$ cat src/rtl/qpd_capture_seq.sv
// Quarter-period-delay trigger initiator: arms the delay block, waits for the delayed trigger
// (with timeout), captures an ADC burst into a 4-entry FIFO and streams it out valid/ready.
// Optional macro QPD_TRIG_LATENCY_EN adds the trig_latency measurement output.
module qpd_capture_seq #(
    parameter int sample_frequency = 100000,
    parameter int TIMEOUT_CYCLES   = 1024,
    parameter int DATA_W           = 16
) (
    input  logic              sclock,
    input  logic              reset,
    input  logic              start,
    input  logic [7:0]        cfg_delay,
    input  logic [7:0]        cfg_nsamples,
    input  logic              adc_valid,
    input  logic [DATA_W-1:0] adc_data,
    input  logic              trigger,
`ifdef QPD_TRIG_LATENCY_EN
    output logic [31:0]       trig_latency,
`endif
    output logic              rt,
    output logic [7:0]        count_quater_period,
    output logic              out_valid,
    output logic [DATA_W-1:0] out_data,
    output logic              out_last,
    input  logic              out_ready,
    output logic              busy,
    output logic              done,
    output logic              timeout,
    output logic              overflow
);
    localparam int TW = $clog2(TIMEOUT_CYCLES);
    localparam logic [TW-1:0] TIMER_LAST = TW'(TIMEOUT_CYCLES - 1);

    localparam logic [2:0] S_IDLE      = 3'd0;
    localparam logic [2:0] S_ARM       = 3'd1;
    localparam logic [2:0] S_WAIT_TRIG = 3'd2;
    localparam logic [2:0] S_CAPTURE   = 3'd3;
    localparam logic [2:0] S_FLUSH     = 3'd4;

    if (TIMEOUT_CYCLES < 2 || TIMEOUT_CYCLES > (1 << 20) || sample_frequency <= 0) begin : g_bad_params
        $error("qpd_capture_seq: illegal parameter value");
    end

    logic [2:0]        state_reg, state_next;
    logic [TW-1:0]     timer_reg;
    logic [8:0]        sample_cnt_reg;
    logic [8:0]        nsamp_reg;
    logic [7:0]        delay_reg;
    logic              done_reg, done_next;
    logic              timeout_reg;
    logic              overflow_reg;

    logic [DATA_W-1:0] fifo_data_mem [4];
    logic              fifo_last_mem [4];
    logic [1:0]        wr_ptr_reg, rd_ptr_reg;
    logic [2:0]        fifo_count_reg;

    logic fifo_empty, fifo_full, fifo_pop, fifo_push;
    logic cap_valid, cap_last, timer_expired;

    assign fifo_empty    = (fifo_count_reg == 3'd0);
    assign fifo_full     = (fifo_count_reg == 3'd4);
    assign fifo_pop      = !fifo_empty && out_ready;
    assign cap_valid     = (state_reg == S_CAPTURE) && adc_valid;
    // A full FIFO still accepts when the head leaves in the same cycle.
    assign fifo_push     = cap_valid && (!fifo_full || fifo_pop);
    assign cap_last      = ((sample_cnt_reg + 9'd1) == nsamp_reg);
    assign timer_expired = (timer_reg == TIMER_LAST);

    always_comb begin
        state_next = state_reg;
        done_next  = 1'b0;
        case (state_reg)
            S_IDLE: begin
                if (start) state_next = S_ARM;
            end
            S_ARM: begin
                state_next = S_WAIT_TRIG;
            end
            S_WAIT_TRIG: begin
                if (trigger) begin
                    state_next = S_CAPTURE;
                end else if (timer_expired) begin
                    state_next = S_IDLE;
                    done_next  = 1'b1;
                end
            end
            S_CAPTURE: begin
                if (cap_valid && cap_last) state_next = S_FLUSH;
            end
            S_FLUSH: begin
                // No pushes happen here, so the pop of the only entry empties the FIFO.
                if (fifo_empty || (fifo_count_reg == 3'd1 && fifo_pop)) begin
                    state_next = S_IDLE;
                    done_next  = 1'b1;
                end
            end
            default: begin
                state_next = S_IDLE;
            end
        endcase
    end

    always_ff @(posedge sclock) begin
        if (reset) begin
            state_reg      <= S_IDLE;
            timer_reg      <= '0;
            sample_cnt_reg <= '0;
            nsamp_reg      <= '0;
            delay_reg      <= '0;
            done_reg       <= 1'b0;
            timeout_reg    <= 1'b0;
            overflow_reg   <= 1'b0;
        end else begin
            state_reg <= state_next;
            done_reg  <= done_next;
            case (state_reg)
                S_IDLE: begin
                    if (start) begin
                        delay_reg      <= cfg_delay;
                        nsamp_reg      <= (cfg_nsamples == 8'd0) ? 9'd256 : {1'b0, cfg_nsamples};
                        sample_cnt_reg <= '0;
                        timeout_reg    <= 1'b0;
                        overflow_reg   <= 1'b0;
                    end
                end
                S_WAIT_TRIG: begin
                    if (trigger || timer_expired) begin
                        timer_reg <= '0;
                    end else begin
                        timer_reg <= timer_reg + 1'b1;
                    end
                    if (!trigger && timer_expired) timeout_reg <= 1'b1;
                end
                S_CAPTURE: begin
                    // Dropped samples still advance the count so the burst length is fixed in time.
                    if (cap_valid) begin
                        sample_cnt_reg <= sample_cnt_reg + 9'd1;
                        if (!fifo_push) overflow_reg <= 1'b1;
                    end
                end
                default: begin
                end
            endcase
        end
    end

    always_ff @(posedge sclock) begin
        if (reset) begin
            wr_ptr_reg     <= '0;
            rd_ptr_reg     <= '0;
            fifo_count_reg <= '0;
        end else begin
            if (fifo_push) wr_ptr_reg <= wr_ptr_reg + 2'd1;
            if (fifo_pop)  rd_ptr_reg <= rd_ptr_reg + 2'd1;
            case ({fifo_push, fifo_pop})
                2'b10:   fifo_count_reg <= fifo_count_reg + 3'd1;
                2'b01:   fifo_count_reg <= fifo_count_reg - 3'd1;
                default: fifo_count_reg <= fifo_count_reg;
            endcase
        end
    end

    always_ff @(posedge sclock) begin
        if (fifo_push) begin
            fifo_data_mem[wr_ptr_reg] <= adc_data;
            fifo_last_mem[wr_ptr_reg] <= cap_last;
        end
    end

`ifdef QPD_TRIG_LATENCY_EN
    logic [31:0] latency_reg;

    // The wait timer already counts from the first WAIT_TRIG cycle, so it is the latency.
    always_ff @(posedge sclock) begin
        if (reset) begin
            latency_reg <= '0;
        end else if (state_reg == S_WAIT_TRIG) begin
            if (trigger) begin
                latency_reg <= 32'(timer_reg);
            end else if (timer_expired) begin
                latency_reg <= 32'hFFFF_FFFF;
            end
        end
    end

    assign trig_latency = latency_reg;
`endif

    assign rt                  = (state_reg == S_WAIT_TRIG);
    assign busy                = (state_reg != S_IDLE);
    assign done                = done_reg;
    assign timeout             = timeout_reg;
    assign overflow            = overflow_reg;
    assign count_quater_period = delay_reg;
    assign out_valid           = !fifo_empty;
    assign out_data            = fifo_empty ? '0 : fifo_data_mem[rd_ptr_reg];
    assign out_last            = !fifo_empty && fifo_last_mem[rd_ptr_reg];

endmodule

$ cat config.mk
export PLATFORM = sky130hd
export DESIGN_NAME = qpd_capture_seq
export DESIGN_NICKNAME = d
export VERILOG_FILES = /design/src/rtl/qpd_capture_seq.sv
export SDC_FILE = /design/constraint.sdc
export NUM_CORES = 1
export LEC_CHECK = 0
export CORE_MARGIN = 5
export CORE_UTILIZATION = 63
export DETAILED_ROUTE_END_ITERATION = 10
export DONT_BUFFER_PORTS = 1
export PLACE_DENSITY = 0.83
export RECOVER_POWER = 25
export SYNTH_ARGS = -nofsm -noshare
export SYNTH_HDL_FRONTEND = slang
export SYNTH_SLANG_ARGS = --single-unit
$ cat constraint.sdc
create_clock -name sclock -period 2.3 [get_ports sclock]
set_input_delay 0.345 -clock sclock [delete_from_list [all_inputs] [get_ports sclock]]
set_output_delay 0.345 -clock sclock [all_outputs]
set_load 0.01 [all_outputs]
[After elaboration in Yosys (flattened, before gate mapping)]
Memories as Yosys holds them, arrays and structs flattened. A register that Yosys moved wholly into a read port is not among the register bits.
Cells that the tools add are included.
Storage, ports and cells
  bits of input ports: 38
  bits in writable memories: 68
  memories: 2
  logic and storage cells: 90
  flip-flop bits (word level): 49
Operators by class
  eq/ne operators: 17
  add/subtract/negate cells: 6
  reduce and logical (&&, ||, !) cells: 25
  muxes and demuxes: 29
Memory list
  fifo_data_mem: words 4, width 16, rd ports 1, clocked after memory_dff 1, write ports 1, RTL line 53  | logic [DATA_W-1:0] fifo_data_mem [4];
  fifo_last_mem: words 4, width 1, rd ports 1, clocked after memory_dff 1, write ports 1, RTL line 54  | logic fifo_last_mem [4];
Operator list (count)
  2-to-1 mux 9 bit: 3
  one-hot mux 9 bit (2 select lines): 1
  2-to-1 mux 16 bit: 1
  2-to-1 mux 3 bit: 5
  one-hot mux 3 bit (5 select lines): 1
  adder 10 x 1 -> 10 bit, second input constant: 1
  == test 10 bit, second input constant: 1
  2-to-1 mux 10 bit: 1
  adder 9 x 1 -> 9 bit, second input constant: 1
  == test 9 bit: 1
  2-to-1 mux 1 bit: 9
  zero test 8 bit: 1
  2-to-1 mux 2 bit: 4
  inequality test 2 bit, second input constant: 4
  AND reduction 4 bit: 2
  logical AND 1 bit: 7
  == test 3 x 1 -> 1 bit, second input constant: 2
  == test 3 x 2 -> 1 bit, second input constant: 2
  == test 3 bit, second input constant: 2
  zero test 3 bit: 2
  one-hot mux 1 bit (2 select lines): 3
  one-hot mux 3 bit (2 select lines): 1
  AND reduction 3 bit: 2
  nonzero test 2 bit: 3
  11 further kinds: 17

[Longest topological paths before layout]
Gate-level depths: netlist of run 1.
  depth in word-level cells: 8
  gate-level depth with buffers: 7
  gate-level depth less buffers: 7

[Least setup slack after synthesis of run 1]
Ideal clock, no wire load.
  kind: reg-to-reg
  from: register sample_cnt_reg[0]
  to: memory fifo_last_mem[0], data pin
  setup slack: 245 ps
  required time: 2095 ps
  stages on the path, launching flop included: 6
  data arrival time: 1850 ps
  buffers on the path: 0
  clock period less this slack: 2055 ps
  setup time: 205 ps
  cells stage by stage: dfxtp_1 > ha_1 > nand3_4 > or3_4 > a2111oi_4 > nor4b_2
Between the ends
  cells in the longest elaborated chain, start to end: 2
Ends and longest elaborated chain
  from (decl): RTL line 46  | logic [8:0] sample_cnt_reg;
  from (signal assigned): RTL line 138  | sample_cnt_reg <= sample_cnt_reg + 9'd1;
  adder 9 x 1 -> 9 bit: RTL line 67  | assign cap_last = ((sample_cnt_reg + 9'd1) == nsamp_reg);
  == test 9 bit: RTL line 67
  net cap_last: RTL line 59  | logic cap_valid, cap_last, timer_expired;
  to (decl): RTL line 54
The timed path passes the listed nets, and every way through them passes these cells.

==> results of run 1 <==
==> cell usage in the layout (no fill, tap or decap), types with 6 or more instances in the layout <==
cell           netlist  layout
a21oi_1             41      41
a311oi_1             6       6
and2_1              23      23
buf_4                0      12
clkbuf_16            0      16
dfxtp_1             51      50
dlygate4sd3_1        0      31
edfxtp_1            68      68
ha_1                10      10
inv_1                7       7
mux4_2              17      17
nand2_1             51      51
nand3_1             11      11
nor2_1              28      28
o21ai_0             14      14
xnor2_1             10      10
xor2_1               6       6
==> worst reg2reg max path, cell delays in order (launching register included) <==
cell	delay (ns)
dfxtp_1	0.38
ha_1	0.25
nand3_4	0.12
or3_4	0.42
a2111oi_4	0.37
nor4b_4	0.31
a211oi_1	0.12
==> per-stage QoR <==
step                std cells  power [mW]  util, %  setup slack (ns)  hold slack, ns
floorplan                 426        3.20        -             0.245           0.444
global placement          522        3.34     65.5             0.243           0.419
detailed placement        522        3.36     65.5             0.144           0.421
CTS                       586        6.04     76.9            0.0406         0.00232
global route              586        6.24     77.0            0.0212          0.0311
finish                    586        5.97     77.0             0.105          0.0149
==> cell type report <==
class,instances,share of cell area [%]
Inverter,8,0.482
Clock buffer,17,6.64
Clock inverter,15,2.85
Multi-Input combinational cell,277,31.8
Sequential cell,119,49.1
Tap cell,105,2.11
Timing Repair Buffer,45,6.92
==> synth_stat cells, drive strengths merged (2+ instances only) <==
cell / n
nand4: 3
edfxtp: 68
and4: 2
nor4b: 2
nand3b: 4
or3: 4
nor4: 2
a41oi: 2
dfxtp: 51
nand4b: 3
ha: 10
and2: 24
o21ai: 16
nand2b: 4
xnor2: 10
clkbuf: 14
nand2: 51
mux4: 17
a311oi: 6
a31oi: 2
xor2: 6
nor3: 5
buf: 8
a22oi: 4
a211oi: 4
nand3: 12
and3: 2
nor2: 28
inv: 7
a21oi: 41
==> power by group through the flow <==
| stage | Sequential, mW | Clock, mW | Combinational (mW) |
|---|---|---|---|
| after floorplan | 2.41 | 0 | 0.788 |
| after global placement | 2.42 | 0 | 0.914 |
| after detailed placement | 2.43 | 0 | 0.934 |
| final | 2.39 | 2.59 | 1.00 |
| after global routing | 2.40 | 2.75 | 1.10 |
| after CTS | 2.39 | 2.63 | 1.02 |
==> per-layer routing <==
metal	track usage [%]	routed length (um)
met5	0	0
met2	39.0	5520
met4	7.25	127
met3	7.82	785
met1	24.6	4070
==> kinds of logic (layout without fill, tap and decap cells) <==
kind of cell	count (synthesis)	count (layout)	synth area share, %
adders and majority gates	10	10	2.42
xor gates and xnor gates	16	16	2.71
buffers and inverters	30	85	2.38
and+or+nand+nor	153	153	16.1
muxes	18	18	7.61
DFF	119	119	59.3
AOI/OAI and AO/OA	80	80	9.43
==> path summary, 6_finish.rpt <==
check / end / slack (ns)
max: out_last / 0.10
min: nsamp_reg[6]$_SDFFE_PP0P_ / 0.01
max reg2reg: state_reg[1]$_SDFFE_PP0P_ / 0.20
min reg2reg: nsamp_reg[1]$_SDFFE_PP0P_ / 0.47
==> what timing repair did <==
| action | CTS | global route |
|---|---|---|
| gates resized for setup | 1 | 2 |
| hold buffers | 32 | 0 |
| buffers inserted | 0 | 0 |
| setup endpoints to repair | 8 | 5 |
| endpoints found under the hold margin | 112 | 0 |
==> flow_metrics.env, run 1 <==
export IMPL_insertion_delay_ns=0.51
export IMPL_multi_input_area_sq_um=1990
export IMPL_die_h_um=101
export IMPL_clkSlewWorstSetupHoldPaths_ns=0.06
export IMPL_htree_num_levels=4
export IMPL_grt_usage_pct=22.0
export IMPL_synth_flop_cell="edfxtp_1"
export IMPL_largest_reg_flops=64
export IMPL_fillCellCount=505
export IMPL_std_cell_rows=33
export IMPL_synth_nets=474
export IMPL_yosysSeqAreaShare_pct=59.3
export IMPL_ant_nets=0
export IMPL_cp_depth=3
export IMPL_wirelength_mm=10.5
export IMPL_synth_area_per_cell_sq_um=12.1
export IMPL_drc=0
export IMPL_seq_area_sq_um=3060
export IMPL_status="finished clean"
export IMPL_drv_cap=0
export IMPL_syn_cell_area_sq_um=5160
export IMPL_crit_type="reg -> out"
export IMPL_cts_sinks=119
export IMPL_tns_ns=0
export IMPL_max_freq_ghz=0.456
export IMPL_viasPerCell=5.88
export IMPL_crit_fanout=17
export IMPL_cts_root_buf="clkbuf_8"
export IMPL_netlist_area_leader_share_pct=39.6
export IMPL_setup_violations=0
export IMPL_synthArstFlopShare_pct=0
export IMPL_worst_ep_required_time_ns=1.96
export IMPL_synth_cell_type_count=53
export IMPL_period_share_pct=95.4
export IMPL_finish_net_count=516
export IMPL_clkPwrFrac_pct=43.3
export IMPL_grt_ovfl_total=0
export IMPL_crit_chain="buf_6, mux4_2, and2_1"
export IMPL_seqPwrFrac_pct=40.0
export IMPL_area_growth_pct=20.8
export IMPL_insertedDiodeCount=0
export IMPL_ff2ff_path_depth=6
export IMPL_finalMaxSlewViolations=0
export IMPL_fin_crit_ns=2.20
export IMPL_core_sq_um=8090
export IMPL_chipWidth_um=101
export IMPL_grt_pass1_wl_mm=16.8
export IMPL_cts_tree="done"
export IMPL_initial_core_util_pct=63.8
export IMPL_vias=3448
export IMPL_crit_buf_inv=1
export IMPL_final_hold_violation_count=0
export IMPL_dr_pass1_iters=4
export IMPL_synth_edf_count=68
export IMPL_grt_max_degree=48
export IMPL_relSlewSlack_pct=61.9
export IMPL_crit_family="multiplexers"
export IMPL_critPathCaptureType="primary output"
export IMPL_yosysWarnings=0
export IMPL_clock_skew_ns=0.00741
export IMPL_netlist_instances=426
export IMPL_routedWlPerCell_um=17.9
export IMPL_cp_arrival_ns=1.85
export IMPL_pwr_share_comb_pct=16.7
export IMPL_rsz0062_at_grt="no"
export IMPL_first_iter_violations=124
export IMPL_max_stage_delay_ns=0.56
export IMPL_r2r_start="sample_cnt_reg[1]$_SDFFE_PP0P_"
export IMPL_antenna_found_initial=0
export IMPL_tightest_slew_ns=0.569
export IMPL_place_congestion=0.846
export IMPL_swShare_pct=26.1
export IMPL_final_area_sq_um=6230
export IMPL_grt_pass1_vias=3502
export IMPL_io_pins=69
export IMPL_synth_top_cell_by_area="edfxtp_1"
export IMPL_hold_path_class="in -> reg"
export IMPL_synthTopCellsByArea="edfxtp_1 40%, dfxtp_1 20%, mux4_2 7.4%"
export IMPL_die_area_sq_um=10100
export IMPL_pwr_density_cell_nw_per_um2=958
export IMPL_dpl_cell_area_sq_um=5300
export IMPL_ir_drop_mv=0.550
export IMPL_hpwl_mm=6.51
export IMPL_synth_ff_latch_count=119
export IMPL_hold_start="cfg_nsamples[6]"
export IMPL_cts_buffer_depth=2
export IMPL_p_sw_mw=1.56
export IMPL_start_kind="flop"
export IMPL_critPathSlowestCell="mux4_2"
export IMPL_cts_buffers=17
export IMPL_drive_gt1_share_pct=15.4
export IMPL_cellLeakagePower_nw=2.13
export IMPL_p_int_mw=4.42
export IMPL_port_buffers=0
export IMPL_whs_path_depth=2
Note: power is estimated with default switching activity, not from simulation.
==> inputs of run 2 (changes only) <==
--- a/config.mk
+++ b/config.mk
@@ -9,8 +9,8 @@
 export CORE_UTILIZATION = 63
 export DETAILED_ROUTE_END_ITERATION = 10
 export DONT_BUFFER_PORTS = 1
-export PLACE_DENSITY = 0.83
-export RECOVER_POWER = 25
+export PLACE_DENSITY = 0.9
+export RECOVER_POWER = 50
 export SYNTH_ARGS = -nofsm -noshare
 export SYNTH_HDL_FRONTEND = slang
 export SYNTH_SLANG_ARGS = --single-unit
==> run 2 against run 1 <==
Sequential share of layout area shrank 0.14 points. First-iteration DRC count grew 75%. Die area is the same. Setup slack gained 0.017 ns. Register-to-register slack lost 0.06 ns. Critical endpoint is now out_data[2]. Via count grew 2.8%. Cell area grew 0.24%. Routed wire length grew 8.7%. Worst hold slack gained 0.017 ns. Global-route usage grew 1.9 points. Critical path type unchanged. Largest power group unchanged.
==> flow_metrics.env, run 2 (synthesized netlist as in run 1, its figures left out) <==
export IMPL_dr_pass1_iters=5
export IMPL_wirelength_mm=11.4
export IMPL_cp_arrival_ns=1.83
export IMPL_tns_ns=0
export IMPL_final_cell_mix="68 x edfxtp_1, 51 x dfxtp_1, 50 x nand2_1"
export IMPL_drv_cap=0
export IMPL_grt_max_degree=48
export IMPL_critPathSlowestCell="mux4_2"
export IMPL_fin_crit_ns=2.18
export IMPL_relSlewSlack_pct=65.2
export IMPL_status="finished clean"
export IMPL_ir_drop_mv=0.736
export IMPL_die_h_um=101
export IMPL_insertion_delay_ns=0.51
export IMPL_tightest_slew_ns=0.520
export IMPL_area_growth_pct=21.1
export IMPL_crit_buf_inv=1
export IMPL_die_area_sq_um=10100
export IMPL_max_stage_delay_ns=0.55
export IMPL_worst_ep_required_time_ns=1.96
export IMPL_cts_buffer_depth=2
export IMPL_grt_pass1_wl_mm=18.4
export IMPL_max_freq_ghz=0.459
export IMPL_cellLeakagePower_nw=2.13
export IMPL_seq_area_sq_um=3060
export IMPL_crit_chain="buf_8, mux4_2, and2_1"
export IMPL_crit_family="multiplexers"
export IMPL_postCtsSetupBuffers=0
export IMPL_pwr_density_cell_nw_per_um2=970
export IMPL_utilization_pct=77.2
export IMPL_initial_core_util_pct=63.8
export IMPL_io_pins=69
export IMPL_routedWlPerCell_um=19.5
export IMPL_cts_buffers=17
export IMPL_fillCellCount=479
export IMPL_place_congestion=0.836
export IMPL_clkSlewWorstSetupHoldPaths_ns=0.06
export IMPL_period_share_pct=94.7
export IMPL_htree_num_levels=4
export IMPL_insertedDiodeCount=0
export IMPL_hpwl_mm=6.65
export IMPL_drive_gt1_share_pct=15.4
export IMPL_grt_ovfl_total=0
export IMPL_vias=3546
export IMPL_setup_violations=0
export IMPL_cts_tree="done"
export IMPL_port_buffers=0
export IMPL_ant_nets=0
export IMPL_cts_root_buf="clkbuf_8"
export IMPL_rsz0062_at_grt="no"
export IMPL_viasPerCell=6.05
export IMPL_crit_fanout=17
export IMPL_r2r_slack_ns=0.14
export IMPL_largest_reg_flops=64
export IMPL_chipWidth_um=101
export IMPL_multi_input_area_sq_um=1990
export IMPL_std_cell_rows=33
export IMPL_finish_net_count=517
export IMPL_core_sq_um=8090
export IMPL_antenna_found_initial=0
export IMPL_cts_sinks=119
export IMPL_grt_usage_pct=23.9
export IMPL_grt_pass1_vias=3696
export IMPL_finalMaxSlewViolations=0
export IMPL_critPathCaptureType="primary output"
export IMPL_first_iter_violations=217
export IMPL_layout_commonest_cell="edfxtp_1"
export IMPL_drc=0
export IMPL_final_hold_violation_count=0
export IMPL_start_kind="flop"
export IMPL_clock_skew_ns=0.00756
export IMPL_hold_path_class="in -> reg"
export IMPL_crit_type="reg -> out"
-- run 2: cell types whose count changed in the layout (fill, tap and decap cells not counted) --
cell           previous run  this run
clkinvlp_4                1         0
clkbuf_1                  0         1
buf_8                     0         1
ha_2                      0         1
dfxtp_1                  50        51
dlygate4sd3_1            31        32
clkinv_1                  2         1
nand2_2                   0         1
inv_6                     2         3
dfxtp_2                   1         0
ha_1                     10         9
nand2_1                  51        50
buf_4                    12        10
-- run 2: worst paths after layout --
kind                                           startpoint                                   to  depth (start not counted)
worst max register to register  state_reg[0]$_SDFFE_PP0P_  count_quater_period[3]$_SDFFE_PP0P_                          6
worst min register to register  nsamp_reg[3]$_SDFFE_PP0P_            nsamp_reg[3]$_SDFFE_PP0P_                          2
worst max-delay path                                 flop                          out_data[2]                          3
worst min-delay path                                reset            state_reg[0]$_SDFFE_PP0P_                          3
-- run 2: cell type report --
| cell class | count | area share (%) |
|---|---|---|
| clock buffer | 17 | 6.63 |
| clock inverter | 14 | 2.80 |
| inverter | 8 | 0.480 |
| multi-input combinational | 277 | 31.9 |
| sequential | 119 | 49.0 |
| tap | 105 | 2.10 |
| timing repair buffer | 46 | 7.13 |
-- run 2: routing by layer --
| metal | global-route usage (%) | vias to the layer above | wire [um] |
|---|---|---|---|
| met5 | 0 | - | 0 |
| met4 | 8.08 | 0 | 148 |
| met3 | 8.10 | 19 | 939 |
| met2 | 42.3 | 176 | 6010 |
| met1 | 27.0 | 1696 | 4320 |
| li1 | - | 1655 | - |
-- run 2: worst min-delay path: cells and delay by family --
kind	cells	cell delay, ns
and+or+nand+nor	2	0.10
AOI/OAI and AO/OA	1	0.05
-- run 2: power breakdown --
part	internal (mW)	switching (mW)
clock	1.65	0.971
sequential	2.32	0.0697
combinational	0.459	0.583
-- run 2: timing repair --
item	CTS	global route
endpoints found under the hold margin	112	0
hold buffers	33	0
setup endpoints to repair	3	8
gates resized for setup	1	5
-- run 2: per-stage QoR --
stage / hold WS (ns) / cells / setup slack, ns / area [sq um] / total power [mW]
after floorplan: 0.444 / 426 / 0.245 / 5160 / 3.20
after global placement: 0.419 / 522 / 0.233 / 5300 / 3.33
after detailed placement: 0.421 / 522 / 0.133 / 5300 / 3.37
after CTS: 0.00647 / 586 / 0.0542 / 6230 / 6.08
after global routing: 0.0422 / 586 / 0.0129 / 6250 / 6.32
final: 0.0321 / 586 / 0.122 / 6250 / 6.06
